$ cat src/rtl/blob_position_arbiter.sv
// Round-robin arbiter for four blob position sources. It keeps the winning
// coordinates in a shadow register and commits them on the rising edge of vsync.
// Optional coordinate clamping is enabled when BLOB_POS_CLAMP_EN is defined.
module blob_position_arbiter #(
  parameter int INIT_X   = 512,
  parameter int INIT_Y   = 384,
  parameter int SCREEN_W = 1024,
  parameter int SCREEN_H = 768,
  parameter int BLOB_W   = 64,
  parameter int BLOB_H   = 64
) (
  input  logic               clk,
  input  logic               reset_n,
  input  logic        [3:0]  req,
  input  logic        [47:0] req_x,
  input  logic        [47:0] req_y,
  input  logic               vsync,
  output logic        [3:0]  grant,
  output logic signed [11:0] blob_x,
  output logic signed [11:0] blob_y,
  output logic               pending,
  output logic               frame_update
);

  typedef enum logic {ACCEPT, COMMIT} state_t;

`ifdef BLOB_POS_CLAMP_EN
  localparam bit CLAMP_EN = 1'b1;
`else
  localparam bit CLAMP_EN = 1'b0;
`endif

  localparam logic signed [11:0] RST_X = 12'(INIT_X);
  localparam logic signed [11:0] RST_Y = 12'(INIT_Y);
  localparam logic signed [11:0] X_LO  = 12'(BLOB_W / 2);
  localparam logic signed [11:0] X_HI  = 12'(SCREEN_W - BLOB_W / 2);
  localparam logic signed [11:0] Y_LO  = 12'(BLOB_H / 2);
  localparam logic signed [11:0] Y_HI  = 12'(SCREEN_H - BLOB_H / 2);

  state_t             state;
  logic [1:0]         rr_ptr;
  logic               vsync_d;
  logic               armed;
  logic signed [11:0] shadow_x;
  logic signed [11:0] shadow_y;

  logic               rise;
  logic               hit;
  logic [1:0]         sel;
  logic [1:0]         idx;
  logic signed [11:0] raw_x;
  logic signed [11:0] raw_y;
  logic signed [11:0] cap_x;
  logic signed [11:0] cap_y;

  function automatic logic signed [11:0] clamp12(input logic signed [11:0] v,
                                                 input logic signed [11:0] lo,
                                                 input logic signed [11:0] hi);
    if (v < lo)      return lo;
    else if (v > hi) return hi;
    else             return v;
  endfunction

  // vsync_d resets to 0, so 'armed' keeps a vsync that is already high when
  // reset is released from being treated as a rising edge.
  always_comb begin
    rise = vsync & ~vsync_d & armed;
    hit  = 1'b0;
    sel  = rr_ptr;
    idx  = rr_ptr;
    for (int unsigned i = 0; i < 4; i++) begin
      idx = rr_ptr + 2'(i);
      if (!hit && req[idx]) begin
        hit = 1'b1;
        sel = idx;
      end
    end
    raw_x = req_x[12*sel +: 12];
    raw_y = req_y[12*sel +: 12];
    cap_x = CLAMP_EN ? clamp12(raw_x, X_LO, X_HI) : raw_x;
    cap_y = CLAMP_EN ? clamp12(raw_y, Y_LO, Y_HI) : raw_y;
  end

  always_ff @(posedge clk or negedge reset_n) begin
    if (!reset_n) begin
      state        <= ACCEPT;
      rr_ptr       <= '0;
      vsync_d      <= 1'b0;
      armed        <= 1'b0;
      shadow_x     <= RST_X;
      shadow_y     <= RST_Y;
      blob_x       <= RST_X;
      blob_y       <= RST_Y;
      grant        <= '0;
      pending      <= 1'b0;
      frame_update <= 1'b0;
    end else begin
      vsync_d      <= vsync;
      armed        <= 1'b1;
      grant        <= '0;
      frame_update <= 1'b0;
      case (state)
        ACCEPT: begin
          if (hit) begin
            grant    <= 4'(1) << sel;
            shadow_x <= cap_x;
            shadow_y <= cap_y;
            pending  <= 1'b1;
            rr_ptr   <= sel + 2'd1;
          end
          if (rise) state <= COMMIT;
        end
        COMMIT: begin
          if (pending) begin
            blob_x       <= shadow_x;
            blob_y       <= shadow_y;
            frame_update <= 1'b1;
            pending      <= 1'b0;
          end
          state <= ACCEPT;
        end
        default: state <= ACCEPT;
      endcase
    end
  end

endmodule

$ cat config.mk
export PLATFORM = sky130hd
export DESIGN_NAME = blob_position_arbiter
export DESIGN_NICKNAME = d
export VERILOG_FILES = /design/src/rtl/blob_position_arbiter.sv
export SDC_FILE = /design/constraint.sdc
export NUM_CORES = 1
export LEC_CHECK = 0
export CORE_ASPECT_RATIO = 1.2
export CORE_UTILIZATION = 45
export CTS_CLUSTER_SIZE = 16
export DETAILED_ROUTE_END_ITERATION = 8
export GPL_TIMING_DRIVEN = 1
export PLACE_DENSITY = 0.83
export SLEW_MARGIN = 20
export SYNTH_ARGS = -nofsm -noshare
export SYNTH_HDL_FRONTEND = slang
export SYNTH_SLANG_ARGS = --single-unit
export TNS_END_PERCENT = 1
$ cat constraint.sdc
create_clock -name clk -period 4 [get_ports clk]
set_input_delay 1.2 -clock clk [delete_from_list [all_inputs] [get_ports clk]]
set_output_delay 1.2 -clock clk [all_outputs]
set_load 0.05 [all_outputs]
==> impl_metrics.ini <==
[power]
p_per_area_nw_per_um2 = 709.3
leakage_nw = 1.999
finalPower_mw = 3.459
ir_drop_uv = 519.1

[timing]
rsz0062_at_grt = no
fin_crit_sh_pct = 80.90
fmax_ghz = 0.3090
hold_viol = 0
worst_slew_pin_slew_ps = 1017
fin_skew_ps = 7.863
setup_viol = 0
tns_ps = 0
slew_headroom_pct = 32.22
slew_violations = 0
period_minus_slack_ps = 3236

[grt]
groute.usage.overall_pct = 24.83
grt_pass1_vias = 2908
grt_pass1_wl_mm = 14.10
grt_max_degree = 50
antenna_found_initial = 0
grt_overflow = 0

[flow_run]
cap_violations = 0

[worst_hold_path]
hp-start = vsync_d
min_to = state
worstHoldPathType = flip-flop to flip-flop
min_path_cells = 1

[cts]
htree_levels = 3
clkLatencyLatePin_ps = 340
cts_inserted_buffers = 9
clock_path_buffers = 2
cts_setup_buffers = 0
post_cts_resize_count = 0
cts_num_sinks = 59
postCtsHoldBufs = 0
clk_transition_reported_paths_ps = 60
cts_tree = yes
cts-root-buf = clkbuf_8

[placed_design]
gp_congestion = 0.8337
place_hpwl_mm = 6.553
postPlaceCellArea_sq_um = 4663
portBuffers = 132

[critical_path]
path_max_fanout = 24
end_kind = flip-flop
reg2reg_depth = 5
r2r_start = rr_ptr[0]
rr_endpoint = shadow_x[10]
arrival_ps = 3500
required_ps = 4260
reg2reg_slack_ps = 1770
crit_type = input pin to flip-flop
critPathLaunchType = input pin

[outcome]
status = finished, final reports clean

[floorplanning]
dieHeight_um = 95.36
rows = 33
start_util_pct = 47.11
io-pin-count = 133
coreArea_sq_um = 6937
die_area_sq_um = 7609
die_x_um = 79.80

[drt]
wire_per_inst_um = 17.33
ant_nets = 0
firstDrtPassIters = 4
vias = 2911
first_iter_violations = 155
avgViaCountPerCell = 5.609
remaining_drc_errors = 0
drt-total-wl_mm = 8.996

[synthesis]
synth_seq_cells = 59
synthesis.area_sq_um = 3268
syn_avg_cell_area_sq_um = 10.93
synthDistinctLibCells = 33
synth_nets = 402
synthCells = 299
yosysWarnings = 0
seq_area_frac_synth_pct = 45.41

[finish]
syn2layout_area_growth_pct = 49.23
num-nets-final = 530
final_util_pct = 70.31
finish.instance_area_sq_um = 4877
drive_gt1_share_pct = 25.00
fillers = 531
diodes = 0
synthesized netlist by cell type, drive strengths merged:
library cell / instances / area, sq um
nor3: 3 / 15.01
inv: 3 / 11.26
dfstp: 6 / 157.7
nor2b: 8 / 65.07
a2111o: 1 / 11.26
buf: 14 / 97.58
o21bai: 1 / 7.510
or2: 1 / 6.260
nor4: 1 / 6.260
nand2: 8 / 32.54
clkbuf: 12 / 46.29
o32ai: 1 / 16.27
a221oi: 25 / 225.2
o21ai: 4 / 23.77
mux2: 49 / 615.6
conb: 1 / 3.750
nor2: 29 / 111.4
o221ai: 1 / 26.28
dfrtp: 53 / 1326
a21oi: 28 / 207.7
nor4bb: 1 / 10.01
nand3: 49 / 245.2
layout make-up:
| type | instances | area, sq um | area share, % |
|---|---|---|---|
| sequential | 59 | 1484 | 30.43 |
| multi-input combinational | 211 | 1650 | 33.84 |
| clock buffer | 11 | 131.4 | 2.694 |
| tap | 87 | 108.9 | 2.232 |
| clock inverter | 5 | 77.57 | 1.591 |
| inverter | 3 | 11.26 | 0.2309 |
| timing repair buffer | 143 | 1414 | 28.99 |
worst max path at each step:
| stage | end | cells after the start | slack [ps] | from |
|---|---|---|---|---|
| after floorplan | shadow_x[0] | 7 | 1480 | req[3] |
| after global placement | shadow_y[11] | 6 | 470 | req[3] |
| after detailed placement | shadow_x[10] | 6 | 420 | req[3] |
| final | shadow_x[10] | 6 | 760 | req[3] |
| after CTS | shadow_x[10] | 6 | 780 | req[3] |
| after global routing | shadow_y[0] | 6 | 580 | req[3] |
per-layer routing:
metal	part of all wire, %	vias to the layer above	wire length (um)	track usage [%]
met4	2.6	0	238	10.42
li1	-	1356	-	-
met1	40	1438	3594	30.16
met5	0	-	0	0
met2	53	99	4749	43.45
met3	4.6	18	414	4.019
registers in the layout, indices dropped and copies added (netlist names), 2 cells and up:
signal,count
blob_y,12
rr_ptr,2
blob_x,12
shadow_x,12
grant,4
shadow_y,12
power by group:
group          switching (mW)  internal [mW]
Sequential              0.169          0.886
Clock                   0.237          0.349
Combinational            1.02          0.794
cells in the final DEF (no fill, tap or decap), types with 3 or more instances in the layout:
cell	instances
clkdlybuf4s50_1	131
dfrtp_1	53
nand3_1	49
mux2_2	32
nor2_1	28
a221oi_1	24
a21oi_2	18
mux2_4	17
buf_4	11
a21oi_1	10
clkbuf_8	9
nor2b_1	6
nand2_1	6
dfstp_2	6
nor3_1	3
inv_1	3
o21ai_1	3
stage by stage:
stage | std cells | setup slack, ps | hold slack, ps
finish | 519 | 764.1 | 404.2
global route | 519 | 580.2 | 426.4
CTS | 519 | 782.0 | 407.2
detailed placement | 503 | 420.0 | 398.7
global placement | 503 | 471.9 | 392.3
floorplan | 299 | 1482 | 384.9
worst max-delay path, stage by stage:
cell and delay (ps):
clkdlybuf4s50_1 750, nor2b_1 210, a221oi_2 60, o32ai_4 840
a221oi_1 220, a21oi_2 200
logic make-up after synthesis:
family                 Yosys count  synth area share [%]
and+or+nand+nor                100                 15.05
buffers and inverters           29                 4.747
DFF                             59                 45.41
muxes                           49                 18.84
AOI/OAI and AO/OA               61                 15.85
other                            1                0.1147
Note: power is estimated with default switching activity, not from simulation.
